[src/rtl/full_hash_pkg.sv]
// Shared definitions for the hash output path.
// Holds the digest geometry, the ASCII code points used by the hex
// formatter, and the serializer state encoding.
package full_hash_pkg;

  localparam int DIGEST_W = 64;
  localparam int NIBBLES  = DIGEST_W / 4;

  localparam logic [7:0] ASCII_0  = 8'h30;
  localparam logic [7:0] ASCII_LA = 8'h61;
  localparam logic [7:0] ASCII_UA = 8'h41;
  localparam logic [7:0] ASCII_NL = 8'h0A;

  typedef enum logic {
    IDLE = 1'b0,
    SEND = 1'b1
  } ser_state_e;

endpackage

[src/rtl/nibble_to_ascii.sv]
// Combinational hex digit formatter: one 4-bit nibble to one ASCII byte.
// Ports:
//   nibble - value 0..15
//   ascii  - '0'..'9' for 0..9, then 'a'..'f' (or 'A'..'F' when UPPERCASE)
module nibble_to_ascii
  import full_hash_pkg::*;
#(
  parameter bit UPPERCASE = 1'b0
) (
  input  logic [3:0] nibble,
  output logic [7:0] ascii
);

  always_comb begin
    ascii = ASCII_0 + {4'd0, nibble};
    if (nibble > 4'd9) begin
      ascii = (UPPERCASE ? ASCII_UA : ASCII_LA) + {4'd0, nibble} - 8'd10;
    end
  end

endmodule

[src/rtl/digest_hex_serializer.sv]
// Captures a 64-bit digest on the rising edge of hash_ready and streams it
// as ASCII hex, most-significant nibble first, over a byte valid/ready
// interface, optionally terminated by a newline.
// Ports:
//   clk, rst_n      - clock, synchronous active-low reset
//   hash_ready      - level from hash core; a 0->1 transition requests capture
//   digest_out      - digest, sampled on the capture cycle
//   ch_ready        - downstream accepts ch_data this cycle
//   ch_valid        - ch_data holds a character
//   ch_data         - ASCII character (0 when idle)
//   ch_last         - marks the final character of a digest
//   busy            - a captured digest is still being sent
//   overrun         - one-cycle pulse: a capture request arrived while busy
//
// state | meaning
// ------+---------------------------------------------------------------
// IDLE  | nothing to send; waiting for a rise on hash_ready
// SEND  | presenting character cnt of the captured digest until accepted
module digest_hex_serializer
  import full_hash_pkg::*;
#(
  parameter bit APPEND_NEWLINE = 1'b1,
  parameter bit UPPERCASE      = 1'b0
) (
  input  logic                clk,
  input  logic                rst_n,
  input  logic                hash_ready,
  input  logic [DIGEST_W-1:0] digest_out,
  input  logic                ch_ready,
  output logic                ch_valid,
  output logic [7:0]          ch_data,
  output logic                ch_last,
  output logic                busy,
  output logic                overrun
);

  // Index of the final character: the newline slot sits just past the nibbles.
  localparam logic [4:0] LAST_CNT = APPEND_NEWLINE ? 5'(NIBBLES) : 5'(NIBBLES - 1);
  localparam logic [4:0] NL_CNT   = 5'(NIBBLES);

  ser_state_e          state_q, state_d;
  logic [4:0]          cnt_q, cnt_d;
  logic [DIGEST_W-1:0] digest_q, digest_d;
  logic                hr_q;
  logic                overrun_q, overrun_d;
  logic                rise;
  logic [3:0]          nib_idx;
  logic [3:0]          nib_sel;
  logic [7:0]          nib_ascii;

  assign rise = hash_ready & ~hr_q;

  // Character cnt shows nibble 15-cnt. On the newline slot cnt[3:0] wraps to
  // 0 and the selected nibble is simply not used.
  assign nib_idx = 4'(NIBBLES - 1) - cnt_q[3:0];
  assign nib_sel = digest_q[{nib_idx, 2'b00} +: 4];

  nibble_to_ascii #(
    .UPPERCASE(UPPERCASE)
  ) u_nibble_to_ascii (
    .nibble(nib_sel),
    .ascii (nib_ascii)
  );

  always_ff @(posedge clk) begin
    if (!rst_n) begin
      state_q   <= IDLE;
      cnt_q     <= 5'd0;
      digest_q  <= '0;
      hr_q      <= 1'b0;
      overrun_q <= 1'b0;
    end else begin
      state_q   <= state_d;
      cnt_q     <= cnt_d;
      digest_q  <= digest_d;
      hr_q      <= hash_ready;
      overrun_q <= overrun_d;
    end
  end

  always_comb begin
    state_d   = state_q;
    cnt_d     = cnt_q;
    digest_d  = digest_q;
    overrun_d = 1'b0;
    ch_valid  = 1'b0;
    ch_data   = 8'h00;
    ch_last   = 1'b0;
    busy      = 1'b0;

    case (state_q)
      IDLE: begin
        if (rise) begin
          digest_d = digest_out;
          cnt_d    = 5'd0;
          state_d  = SEND;
        end
      end
      SEND: begin
        ch_valid  = 1'b1;
        busy      = 1'b1;
        ch_last   = (cnt_q == LAST_CNT);
        ch_data   = (APPEND_NEWLINE && (cnt_q == NL_CNT)) ? ASCII_NL : nib_ascii;
        // Includes a rise coinciding with the final transfer.
        overrun_d = rise;
        if (ch_ready) begin
          if (cnt_q == LAST_CNT) begin
            state_d = IDLE;
            cnt_d   = 5'd0;
          end else begin
            cnt_d = cnt_q + 5'd1;
          end
        end
      end
      default: state_d = IDLE;
    endcase
  end

  assign overrun = overrun_q;

endmodule

[config.mk]
export PLATFORM = sky130hd
export DESIGN_NAME = digest_hex_serializer
export DESIGN_NICKNAME = d
export VERILOG_FILES = /design/src/rtl/full_hash_pkg.sv /design/src/rtl/nibble_to_ascii.sv /design/src/rtl/digest_hex_serializer.sv
export SDC_FILE = /design/constraint.sdc
export NUM_CORES = 1
export LEC_CHECK = 0
export ABC_AREA = 1
export CAP_MARGIN = 10
export CORE_ASPECT_RATIO = 1.5
export CORE_MARGIN = 4
export CORE_UTILIZATION = 50
export CTS_BUF_LIST = sky130_fd_sc_hd__clkbuf_4
export CTS_CLUSTER_SIZE = 10
export DETAILED_ROUTE_END_ITERATION = 10
export MAX_ROUTING_LAYER = met4
export PLACE_DENSITY = 0.9
export SLEW_MARGIN = 10
export SYNTH_ARGS = -nofsm -noshare
export SYNTH_HDL_FRONTEND = slang
export SYNTH_HIERARCHICAL = 1
export SYNTH_SLANG_ARGS = --single-unit
[constraint.sdc]
create_clock -name clk -period 3 [get_ports clk]
set_clock_uncertainty 0.2 [all_clocks]
set_input_delay 0.6 -clock clk [delete_from_list [all_inputs] [get_ports clk]]
set_output_delay 0.6 -clock clk [all_outputs]
set_load 0.05 [all_outputs]
# Word level (Yosys, flattened, before mapping)
# Cells that the tools add are included.
[word_totals] regBits=72 inputBits=68 out_inout_bits=12
[classes] add_sub_neg=5 magnitude_cmp=1 n_eq_ne=3 shifts=1 n_mux=13 bitwise_logic=3 reduce_logical=3
[ops] cell="64-bit by 7-bit indexed part select with 4-bit output" count=1
[ops] cell="8-bit 2-to-1 mux" count=3
[ops] cell="5-bit 2-to-1 mux" count=3
[ops] cell="5-bit one-hot mux with 2 select lines" count=1
[ops] cell="7-bit by 4-bit adder with 8-bit output (first input constant)" count=1
[ops] cell="8-bit by 4-bit subtractor with 8-bit output (second input constant)" count=1
[ops] cell="6-bit by 4-bit adder with 7-bit output (first input constant)" count=1
[ops] cell="2-bit AND reduction" count=3
[ops] cell="5-bit by 1-bit adder with 5-bit output (second input constant)" count=1
[ops] cell="5-bit equality test (second input constant)" count=1
[ops] cell="1-bit 2-to-1 mux" count=5
[ops] cell="4-bit > comparator (second input constant)" count=1
[ops] cell="2-bit inequality test (second input constant)" count=2
[ops] cell="4-bit subtractor (first input constant)" count=1
[ops] cell="1-bit NOT" count=2
[ops] cell="1-bit one-hot mux with 2 select lines" count=1
[ops] cell="1-bit bitwise AND" count=1

# Depth between registers and ports, before layout
# Gate-level depths: netlist of run 1.
[depth] depth_word=7 depth_mapped=16

# By module
# Netlist of run 1, hierarchy kept.
[modules_own_cells] mod="digest_hex_serializer" instances=1 cells_each=494 area_each_um2=3497.1 seq_area_each_um2=1441.4
[modules_own_cells] mod="nibble_to_ascii" instances=1 cells_each=21 area_each_um2=120.1 seq_area_each_um2=0.0

# Least setup slack after synthesis of run 1
# OpenSTA, ideal clock, no wires.
[synth_path] path_type="register to output" from="reg cnt_q[0]" to="out ch_data[0]" arrival_ns=2.287 required_time_ns=2.200 path_slack_ns=-0.087 path_stages_with_launch=16 n_path_buf=2 path_cell_list="dfxtp_1 -> buf_4 -> inv_4 -> buf_6 -> nand2_1 -> nand3_1 -> nand3_1 -> nand3_1 -> nand2_1 -> inv_1 -> ha_1 -> o21ai_2 -> nand3_1 -> nand2_1 -> inv_1 -> nor2_1"
[synth_via] elab_chain_cells=7
[synth_rtl] element="from (decl)" line_no="digest_hex_serializer.sv:42" rtl="logic [4:0] cnt_q, cnt_d;"
[synth_rtl] element="from (signal assigned)" line_no="digest_hex_serializer.sv:74" rtl="cnt_q <= cnt_d;"
[synth_rtl] element="4-bit subtractor *" line_no="digest_hex_serializer.sv:55" rtl="assign nib_idx = 4'(NIBBLES - 1) - cnt_q[3:0];"
[synth_rtl] element="64-bit by 7-bit indexed part select with 4-bit output *" line_no="digest_hex_serializer.sv:56" rtl="assign nib_sel = digest_q[{nib_idx, 2'b00} +: 4];"
[synth_rtl] element="net nib_sel[0]" line_no="digest_hex_serializer.sv:48" rtl="logic [3:0] nib_sel;"
[synth_rtl] element="7-bit by 4-bit adder with 8-bit output" line_no="nibble_to_ascii.sv:17" rtl="ascii = (UPPERCASE ? ASCII_UA : ASCII_LA) + {4'd0, nibble} - 8'd10;"
[synth_rtl] element="8-bit by 4-bit subtractor with 8-bit output" line_no="nibble_to_ascii.sv:17"
[synth_rtl] element="8-bit 2-to-1 mux *" line_no="nibble_to_ascii.sv:16" rtl="if (nibble > 4'd9) begin"
[synth_rtl] element="net nib_ascii[0]" line_no="digest_hex_serializer.sv:49" rtl="logic [7:0] nib_ascii;"
[synth_rtl] element="8-bit 2-to-1 mux *" line_no="digest_hex_serializer.sv:103" rtl="ch_data = (APPEND_NEWLINE && (cnt_q == NL_CNT)) ? ASCII_NL : nib_ascii;"
[synth_rtl] element="8-bit 2-to-1 mux *" line_no="digest_hex_serializer.sv:91" rtl="case (state_q)"
[synth_rtl] element="to (decl)" line_no="digest_hex_serializer.sv:31" rtl="output logic [7:0] ch_data,"
# Mark *: on every way through the listed nets, which the timed path passes. The rest lies on a longest branch.

# Worst setup path in the final report of run 1
[layout_path] from="reg cnt_q[0]" to="out ch_data[1]"
# The elaborated chain is that of the path after synthesis.

==> impl_metrics.env, run 1 <==
export IMPL_max_slew_margin_rel_pct=40.50
export IMPL_maximum_number_of_pins_on_one_net_before_global_route_repair=69
export IMPL_clk_latency_ns=0.44
export IMPL_yosysWarnings=6
export IMPL_synth_nets=587
export IMPL_drtPass1Iterations=6
export IMPL_clockBufferDepth=2
export IMPL_layout_area_overhead_vs_synth_pct=40.78
export IMPL_power_per_cell_area_nw_per_um2=457.5
export IMPL_clk_pin_slew_ns=0.11
export IMPL_drtIter0Drc=609
export IMPL_port_buffers=78
export IMPL_avgSynthCellArea_sq_um=7.024
export IMPL_synth_cells=515
export IMPL_numCtsBuffers=9
export IMPL_setup_repair_after_global_routing_missed_its_margin="yes"
export IMPL_synth_area_leader_cell="sky130_fd_sc_hd__dfxtp_1"
export IMPL_antenna_found_initial=1
export IMPL_grt_pass1_wl_mm=18.20
export IMPL_irDropWorstVdd_mv=0.2782
export IMPL_num_vias=4024
export IMPL_timing_final_crit_share_pct=115.1
export IMPL_initial_utilization_pct=52.09
export IMPL_chipHeight_um=112.2
export IMPL_failed_checks="negative setup slack"
export IMPL_holdCritPathClass="flop to flop"
export IMPL_slew_violations=0
export IMPL_tightestPinTransition_ns=0.8892
export IMPL_synth_top_cells_by_area="sky130_fd_sc_hd__dfxtp_1 (40%), sky130_fd_sc_hd__a21oi_1 (9.5%), sky130_fd_sc_hd__nand2_1 (9.1%)"
export IMPL_leakage_nw=2.110
export IMPL_tritoncts="built"
export IMPL_final_min_clock_period_ns=3.452
export IMPL_post_drt_wl_per_cell_um=18.05
export IMPL_std_cell_rows=37
export IMPL_post_drt_via_cell_ratio=5.900
export IMPL_hpwl_reported_at_the_end_of_detailed_placement_mm=6.482
export IMPL_timing_worst_setup_path_type="flop to primary output"
export IMPL_data_required_time_of_the_worst_path_ns=2.20
export IMPL_grt_usage_pct=26.97
export IMPL_synth_seq_area_share_pct=39.85
export IMPL_post_route_cells_drive_above_1_share_pct=21.89
export IMPL_yosys_cell_types_count=26
export IMPL_timing_hold_violations_final=0
export IMPL_postRouteAntennaNets=0
export IMPL_final_report_setup_violation_count=7
export IMPL_global_route_overflow_total=0
export IMPL_post_layout_net_count=670
export IMPL_critical_path_arrival_ns=2.65
export IMPL_final_setup_tns_ns=-2.348
export IMPL_holdBufCountCts=0
export IMPL_clock_root_buffer="sky130_fd_sc_hd__clkbuf_4"
export IMPL_cts_sinks=72
export IMPL_ys_seq_elements=72
export IMPL_setup_ws_ns=-0.4517
export IMPL_first_global_vias=3868
export IMPL_placeableCoreArea_sq_um=6944
export IMPL_io_pins=80
export IMPL_cap_viol_max_count=0
export IMPL_cts_htree_levels=3
export IMPL_fmax_mhz=289.7
export IMPL_gp_congestion=0.9117
export IMPL_remaining_drc_errors=0
export IMPL_path_max_fanout=7
export IMPL_fin_hold_ws_ns=0.2646
export IMPL_end_kind="primary output"
export IMPL_kind_of_launch_point_of_the_worst_setup_path="flop"
export IMPL_die_w_um=77.45
export IMPL_run_status="complete, but fails checks"
export IMPL_drt_wl_total_mm=12.31
export IMPL_netlist_area_sq_um=3617
export IMPL_synth_top_area_share_pct=39.85
export IMPL_die_area_sq_um=8687
-- power breakdown --
group / total [mW] / leakage (nW) / switching [mW] / internal (mW)
combinational: 0.649 / 1.44 / 0.370 / 0.280
clock: 0.619 / 0.0700 / 0.366 / 0.254
sequential: 1.06 / 0.596 / 0.0308 / 1.03
total: 2.33 / 2.11 / 0.766 / 1.56
-- area by class of cell --
class / count / area [sq um]
diodes: 1 / 2.502
clock buffers: 9 / 67.56
clock inverters: 7 / 71.32
fillers: 438 / 1852
inverters: 86 / 349.1
multi-input cells: 320 / 1863
flip-flops and latches: 72 / 1446
well taps: 78 / 97.59
repair buffers: 107 / 1162
repair inverters: 2 / 32.53
-- worst paths after layout --
check / from / endpoint / slack [ns] / cells after the start
setup / recovery: cnt_q[0]$_SDFFE_PN0P_ / ch_data[1] / -0.45 / 15
hold / removal: digest_q[23]$_SDFFE_PN0P_ / digest_q[23]$_SDFFE_PN0P_ / 0.26 / 2
hold reg to reg: digest_q[23]$_SDFFE_PN0P_ / digest_q[23]$_SDFFE_PN0P_ / 0.26 / 2
setup reg to reg: cnt_q[0]$_SDFFE_PN0P_ / cnt_q[0]$_SDFFE_PN0P_ / 1.05 / 9
-- timing repair --
| action | CTS | global route |
|---|---|---|
| gates cloned | 4 | 0 |
| endpoints found under the setup margin | 7 | 7 |
| pin swaps | 19 | 12 |
| resized for setup | 75 | 25 |
| setup buffers | 12 | 1 |
-- layout by cell type (no fill, tap or decap), drive strengths merged, types with 2 or more instances in the layout --
cell,n
clkdlybuf4s50,69
clkbuf,9
clkinv,4
nand3,64
o21ai,69
nand2,91
nand4,4
buf,37
dfxtp,72
a21oi,69
ha,4
inv,88
clkinvlp,2
nor2,15
-- synth_stat cells, drive strengths merged --
cell type / n
nand2: 91
inv: 85
dfxtp: 72
a21oi: 69
o21ai: 69
nand3: 64
buf: 32
nor2: 15
clkbuf: 5
ha: 4
nand4: 4
a21boi: 1
clkinv: 1
conb: 1
nand3b: 1
nor3: 1
-- sequential cells by signal, summed over array words and instances (netlist names) --
register,flops
overrun,1
hr_q,1
cnt_q,5
digest_q,64
state_q,1
-- metrics by stage --
step | instances | setup WS (ns) | area, sq um | power (mW) | util (%)
global route | 682 | -0.5178 | 5092 | 2.418 | 73.33
finish | 682 | -0.4517 | 5092 | 2.330 | 73.33
CTS | 680 | -0.2223 | 4980 | 2.238 | 71.71
global placement | 648 | 0.05130 | 4378 | 1.537 | 63.04
detailed placement | 648 | -0.06230 | 4378 | 1.554 | 63.04
floorplan | 515 | 0.02391 | 3622 | 1.397 | -
-- routing by layer --
| metal | up-vias | share of wire (%) | track usage, % | wire length [um] |
|---|---|---|---|---|
| met4 | 0 | 7.0 | 16.39 | 863 |
| met5 | - | 0 | - | 0 |
| met2 | 302 | 49 | 45.47 | 6077 |
| met1 | 1800 | 35 | 28.70 | 4293 |
| met3 | 95 | 8.8 | 5.618 | 1079 |
| li1 | 1827 | - | - | - |
-- critical path, cell delays in order, from the launching register on --
cell and delay [ns]:
sky130_fd_sc_hd__dfxtp_4 0.41, sky130_fd_sc_hd__buf_12 0.17, sky130_fd_sc_hd__inv_16 0.09, sky130_fd_sc_hd__nand2_2 0.08, sky130_fd_sc_hd__nand3_2 0.08, sky130_fd_sc_hd__nand3_2 0.08, sky130_fd_sc_hd__nand3_2 0.11, sky130_fd_sc_hd__nand2_4 0.09
sky130_fd_sc_hd__buf_12 0.14, sky130_fd_sc_hd__ha_4 0.15, sky130_fd_sc_hd__o21ai_4 0.22, sky130_fd_sc_hd__nand3_1 0.14, sky130_fd_sc_hd__nand2_1 0.11, sky130_fd_sc_hd__nand2_1 0.07, sky130_fd_sc_hd__o21ai_2 0.12, sky130_fd_sc_hd__buf_12 0.17
-- kinds of logic after synthesis --
logic type / count (synthesis) / synth area share [%]
compound gates: 139 / 19.72
buf+inv: 123 / 17.36
simple gates: 176 / 21.58
fa+ha+maj: 4 / 1.384
other cells: 1 / 0.1037
flops: 72 / 39.85
Power figures use the tool's default switching activity.
==> inputs of run 2 (changes only) <==
--- a/config.mk
+++ b/config.mk
@@ -13,6 +13,7 @@
 export CTS_BUF_LIST = sky130_fd_sc_hd__clkbuf_4
 export CTS_CLUSTER_SIZE = 10
 export DETAILED_ROUTE_END_ITERATION = 10
+export HOLD_SLACK_MARGIN = 0.03
 export MAX_ROUTING_LAYER = met4
 export PLACE_DENSITY = 0.9
 export SLEW_MARGIN = 10
==> constraint.sdc (replaced) <==
create_clock -name clk -period 4 [get_ports clk]
set_clock_uncertainty 0.2 [all_clocks]
set_input_delay 0.8 -clock clk [delete_from_list [all_inputs] [get_ports clk]]
set_output_delay 0.8 -clock clk [all_outputs]
set_load 0.05 [all_outputs]
==> impl_metrics.env, run 2 (synthesized netlist as in run 1, its figures left out) <==
export IMPL_final_min_clock_period_ns=3.730
export IMPL_switching_share_pct=28.51
export IMPL_hpwl_reported_at_the_end_of_detailed_placement_mm=6.550
export IMPL_global_route_overflow_total=0
export IMPL_postPlaceCellArea_sq_um=4275
export IMPL_placeableCoreArea_sq_um=6944
export IMPL_post_drt_via_cell_ratio=5.168
export IMPL_power_per_cell_area_nw_per_um2=374.6
export IMPL_antenna_found_initial=1
export IMPL_timing_hold_violations_final=0
export IMPL_path_max_fanout=17
export IMPL_kind_of_launch_point_of_the_worst_setup_path="flop"
export IMPL_tightestPinTransition_ns=0.9823
export IMPL_max_slew_margin_rel_pct=34.51
export IMPL_die_area_sq_um=8687
export IMPL_dp_cells=638
export IMPL_holdBufCountCts=0
export IMPL_post_route_cells_drive_above_1_share_pct=7.118
export IMPL_grt_usage_pct=21.41
export IMPL_clock_root_buffer="sky130_fd_sc_hd__clkbuf_4"
export IMPL_first_global_vias=3338
export IMPL_share_comb_of_total_power_pct=21.2
export IMPL_tritoncts="built"
export IMPL_drtPass1Iterations=4
export IMPL_setup_ws_ns=0.2702
export IMPL_final_common_cell="sky130_fd_sc_hd__nand2_1"
export IMPL_clockBufferDepth=2
export IMPL_preCtsSetupSlack_ns=0.4913
export IMPL_postRouteAntennaNets=0
export IMPL_fin_area_sq_um=4449
export IMPL_slew_violations=0
export IMPL_final_setup_tns_ns=0
export IMPL_die_w_um=77.45
export IMPL_power_total_mw=1.667
export IMPL_largest_register_ffs=64
export IMPL_cts_htree_levels=3
export IMPL_p_int_mw=1.192
export IMPL_num_vias=3385
export IMPL_gp_congestion=0.8532
export IMPL_std_cell_rows=37
export IMPL_numCtsBuffers=9
export IMPL_final_cell_mix="sky130_fd_sc_hd__nand2_1 (88), sky130_fd_sc_hd__inv_1 (82), sky130_fd_sc_hd__dfxtp_1 (70), sky130_fd_sc_hd__clkdlybuf4s50_1 (70), sky130_fd_sc_hd__a21oi_1 (69)"
export IMPL_postLayoutCoreUtil_pct=64.07
export IMPL_regMostFlops="digest_q"
export IMPL_post_drt_wl_per_cell_um=13.60
export IMPL_layout_area_overhead_vs_synth_pct=23.00
export IMPL_cap_viol_max_count=0
export IMPL_biggestRegsByFlops="digest_q x64, cnt_q x5"
export IMPL_setup_repair_after_global_routing_missed_its_margin="no"
export IMPL_final_report_setup_violation_count=0
export IMPL_critical_path_arrival_ns=2.73
export IMPL_initial_utilization_pct=52.09
export IMPL_grt_pass1_wl_mm=14.63
export IMPL_chipHeight_um=112.2
export IMPL_data_required_time_of_the_worst_path_ns=3.00
export IMPL_drt_wl_total_mm=8.909
export IMPL_maximum_number_of_pins_on_one_net_before_global_route_repair=69
export IMPL_stdcell_count=655
export IMPL_clock_power_share_pct=31.3
export IMPL_leakage_nw=1.889
export IMPL_cts_sinks=72
export IMPL_irDropWorstVdd_mv=0.2247
export IMPL_pwr_share_seq_pct=47.5
export IMPL_port_buffers=78
export IMPL_timing_worst_setup_path_type="flop to primary output"
export IMPL_post_layout_net_count=643
export IMPL_end_kind="primary output"
export IMPL_remaining_drc_errors=0
export IMPL_run_status="completed"
export IMPL_fmax_mhz=268.1
export IMPL_fin_hold_ws_ns=0.2645
export IMPL_cts_repair_timing_setup_buffer_count=0
export IMPL_clk_pin_slew_ns=0.11
export IMPL_timing_final_crit_share_pct=93.25
export IMPL_power_net_switching_mw=0.4752
export IMPL_drtIter0Drc=199
export IMPL_io_pins=80
export IMPL_holdCritPathClass="flop to flop"
export IMPL_clk_latency_ns=0.41
==> run 2: cell types whose count changed in the layout (fill, tap and decap cells not counted), sizes merged, moves of 2 or more <==
cell    previous run  this run
buf               37        12
clkinv             4         1
clkbuf             9        11
inv               88        86
==> run 2: what timing repair did <==
action / CTS / global route
endpoints found under the setup margin: 0 / 5
resized for setup: 0 / 4
endpoints found under the hold margin: 0 / 0
==> run 2: critical path, stage by stage, from the launching register on <==
cell and delay (ns):
sky130_fd_sc_hd__dfxtp_2 0.54, sky130_fd_sc_hd__inv_1 0.22, sky130_fd_sc_hd__nand3_1 0.16, sky130_fd_sc_hd__nand3_1 0.09, sky130_fd_sc_hd__nand2_1 0.15, sky130_fd_sc_hd__inv_1 0.10
sky130_fd_sc_hd__ha_1 0.22, sky130_fd_sc_hd__o21ai_2 0.23, sky130_fd_sc_hd__nand2_2 0.11, sky130_fd_sc_hd__nand2_1 0.07, sky130_fd_sc_hd__nand2_1 0.05, sky130_fd_sc_hd__nand2_1 0.06
sky130_fd_sc_hd__o21ai_0 0.14, sky130_fd_sc_hd__buf_12 0.18
==> run 2: layout make-up <==
type	instances	area, sq um
flip-flops and latches	72	1446
fillers	623	2495
clock inverters	5	80.08
repair buffers	82	863.3
well taps	78	97.59
clock buffers	11	82.58
diodes	1	2.502
inverters	86	329.1
multi-input cells	320	1548
==> run 2: path summary, 6_finish.rpt <==
check / slack (ns) / to / cells after the start / startpoint
setup reg to reg: 1.91 / digest_q[41]$_SDFFE_PN0P_ / 5 / state_q$_SDFF_PN0_
hold / removal: 0.26 / digest_q[41]$_SDFFE_PN0P_ / 2 / digest_q[41]$_SDFFE_PN0P_
hold reg to reg: 0.26 / digest_q[41]$_SDFFE_PN0P_ / 2 / digest_q[41]$_SDFFE_PN0P_
setup / recovery: 0.27 / ch_data[1] / 13 / cnt_q[2]$_SDFFE_PN0P_
==> run 2: metal layers <==
metal	vias up	part of all wire (%)	global-route usage (%)
met2	81	55	39.41
met4	0	2.9	9.026
met3	21	4.0	4.093
met5	-	0	-
li1	1766	-	-
met1	1517	38	21.83
==> run 2: power by group through the flow <==
stage          registers, mW  clock network [mW]  logic (mW)
4_1_cts                0.792               0.533       0.353
3_3_place_gp           0.805                   0       0.341
5_1_grt                0.797               0.562       0.393
3_5_place_dp           0.808                   0       0.351
6_report               0.791               0.522       0.353
2_1_floorplan          0.804                   0       0.243
==> variant (settings of run 1) <==
`UPPERCASE` is set to 1'b0 in 2 places; all go to 1'b1.
--- a/src/rtl/nibble_to_ascii.sv
+++ b/src/rtl/nibble_to_ascii.sv
@@ -5,7 +5,7 @@
 module nibble_to_ascii
   import full_hash_pkg::*;
 #(
-  parameter bit UPPERCASE = 1'b0
+  parameter bit UPPERCASE = 1'b1
 ) (
   input  logic [3:0] nibble,
   output logic [7:0] ascii
--- a/src/rtl/digest_hex_serializer.sv
+++ b/src/rtl/digest_hex_serializer.sv
@@ -20,7 +20,7 @@
   import full_hash_pkg::*;
 #(
   parameter bit APPEND_NEWLINE = 1'b1,
-  parameter bit UPPERCASE      = 1'b0
+  parameter bit UPPERCASE      = 1'b1
 ) (
   input  logic                clk,
   input  logic                rst_n,
Formal check against the unedited RTL: not equivalent (Yosys sat finds a counterexample within 4 cycles, from zero or initial values and one cycle with rst_n low).
==> variant against run 1 <==
The run still ends with negative setup slack left. Setup slack better by 250 ps. Routed wire length is 29% lower. Cell area is 8.5% lower. Sequential cell count stayed put. Synthesized area is 0.31% higher. Total power is 6.9% lower. Sequential power hardly changed. Register-to-register slack better by 50 ps. Non-clock buffer count is 12 lower. Count of clock-buffer cells in the layout stayed put. Clock power is 3% lower. Critical path type unchanged. Critical endpoint is now ch_data[0]. Largest cell class unchanged.
==> variant: results (changes against run 1) <==
metric;value;unit;change
synthArstFlopShare;0;%;unchanged
cts_inserted_buffers;9;;unchanged
worst_pin_slew;884.5;ps;was 889.2 ps
clockBufferDepth;2;;unchanged
htreeDepth;3;;unchanged
r2r-start;state_q$_SDFF_PN0_;;was cnt_q[0]$_SDFFE_PN0P_
synth_area_leaders;dfxtp_1, a21oi_1, nand2_1;;unchanged
grt_use_total;21.58;%;was 26.97%
cts_root_buf;clkbuf_4;;unchanged
synth-seq-area-share;39.72;%;was 39.85%
ff2ff_path_depth;7;;was 9
pre_cts_ws;49.96;ps;was -62.30 ps
reg.largest.list;digest_q x64, cnt_q x5;;unchanged
violations;negative setup slack;;unchanged
syn_inst;515;;unchanged
yosysWarnings;6;;unchanged
vias;3470;;was 4024
synth_commonest_cells;nand2_1, inv_1, dfxtp_1, a21oi_1, nand3_1;;unchanged
grt_pass1_vias;3316;;was 3868
clkTransAtPathRegs;110;ps;about the same
min_to;digest_q[60]$_SDFFE_PN0P_;;was digest_q[23]$_SDFFE_PN0P_
ir_worst_vdd;0.2968;mV;was 0.2782 mV
p_leak;1.977;nW;was 2.110 nW
syn_nets;587;;unchanged
gp_congestion;0.8641;;was 0.9117
setup_slack;-199.6;ps;was -451.7 ps
grt_first_pass_wirelength;14810;um;was 18200 um
worst-path-max-fanout;31;;was 7
hp-start;digest_q[60]$_SDFFE_PN0P_;;was digest_q[23]$_SDFFE_PN0P_
first_pass_iters;4;;was 6
antenna_found_initial;1;;unchanged
finalSetupViolations;6;;was 7
rrSetupSlack;1100;ps;was 1050 ps
holdPathStages;2;;unchanged
routedWlPerCell;13.06;um;was 18.05 um
setup_tns;-908.3;ps;was -2348 ps
clk_latency;420;ps;was 440 ps
regToRegEndpoint;cnt_q[1]$_SDFFE_PN0P_;;was cnt_q[0]$_SDFFE_PN0P_
worst_ep_arrival_time;2400;ps;was 2650 ps
final_nets;656;;was 670
io_buffer_count;78;;unchanged
place_hpwl;6380;um;was 6482 um
drive_gt1_share;12.90;%;was 21.89%
grt_max_degree;130;;was 69
dominantRegCellSynth;dfxtp_1;;unchanged
drt_iter0_drc;283;;was 609
instances_no_fill;668;;was 682
hp-class;reg2reg;;unchanged
ys_types;26;;unchanged
dp_cells;647;;was 648
outcome;complete, but fails checks;;unchanged
-- variant: changes by cell type in the layout (fill, tap and decap cells not counted), sizes merged --
cell | run 1 | this run
clkinvlp | 2 | 1
inv | 88 | 85
nand2 | 91 | 92
buf | 37 | 24
clkbuf | 9 | 10
nand3b | 1 | 0
clkinv | 4 | 6
-- variant: where the power goes --
part           switching [mW]  internal [mW]  leakage (nW)
clock                   0.347          0.254        0.0735
combinational           0.288          0.227          1.31
sequential             0.0255           1.03         0.596
-- variant: worst max path at each step --
stage	slack, ps	end	start	cells after the start
after global routing	-370	ch_data[0]	cnt_q[0]$_SDFFE_PN0P_	13
after detailed placement	50	ch_data[1]	cnt_q[0]$_SDFFE_PN0P_	13
after global placement	160	ch_data[1]	cnt_q[0]$_SDFFE_PN0P_	14
after floorplan	5	ch_data[5]	cnt_q[0]$_SDFFE_PN0P_	15
after CTS	-140	ch_data[0]	cnt_q[0]$_SDFFE_PN0P_	14
final	-200	ch_data[0]	cnt_q[0]$_SDFFE_PN0P_	13
-- variant: final cells by class --
class	count	area [um2]
clock inverter	7	72.57
clock buffer	9	67.56
sequential	72	1446
antenna	1	2.502
multi-input combinational	320	1629
fill	582	2282
timing repair buffer	95	1016
tap	78	97.59
inverter	86	330.3
-- variant: routing by layer --
metal	global-route usage (%)	share of wire [%]	vias up
met5	-	0	-
met4	10.57	2.6	0
met3	3.612	6.1	20
met2	37.05	52	116
met1	24.02	40	1538
li1	-	-	1796
-- variant: cells by family (layout without fill, tap and decap cells) --
family / count (synthesis) / in the layout / share of synthesized area (%)
buffers and inverters: 123 / 197 / 17.31
AND/OR/NAND/NOR: 176 / 176 / 21.62
AO/OA/AOI/OAI: 139 / 139 / 19.86
flip-flops: 72 / 72 / 39.72
other: 1 / 2 / 0.1033
adder cells (fa/ha/maj): 4 / 4 / 1.379
-- variant: timing repair --
| item | 4_1_cts | 5_1_grt |
|---|---|---|
| pin swaps | 7 | 6 |
| setup endpoints to repair | 7 | 7 |
| endpoints found under the hold margin | 0 | 0 |
| resized for setup | 23 | 9 |
| setup buffers | 0 | 2 |
| cloned | 1 | 1 |
-- variant: per-stage QoR --
stage          hold slack [ps]  instance area [um2]
2_1_floorplan            226.6                 3633
3_3_place_gp             242.2                 4344
3_5_place_dp             250.7                 4344
4_1_cts                  265.5                 4587
5_1_grt                  287.8                 4662
6_report                 264.2                 4662
-- variant: worst max-delay path: stages, from the launching register on --
cell and delay (ps):
dfxtp_4 400, inv_8 160, nand2_1 70, nand3_1 90
nand3_1 90, nand3_1 130, nand2_2 90, ha_2 210
o21ai_4 230, nand3_2 80, nand2_1 80, inv_1 50
nor2_2 140, buf_12 150
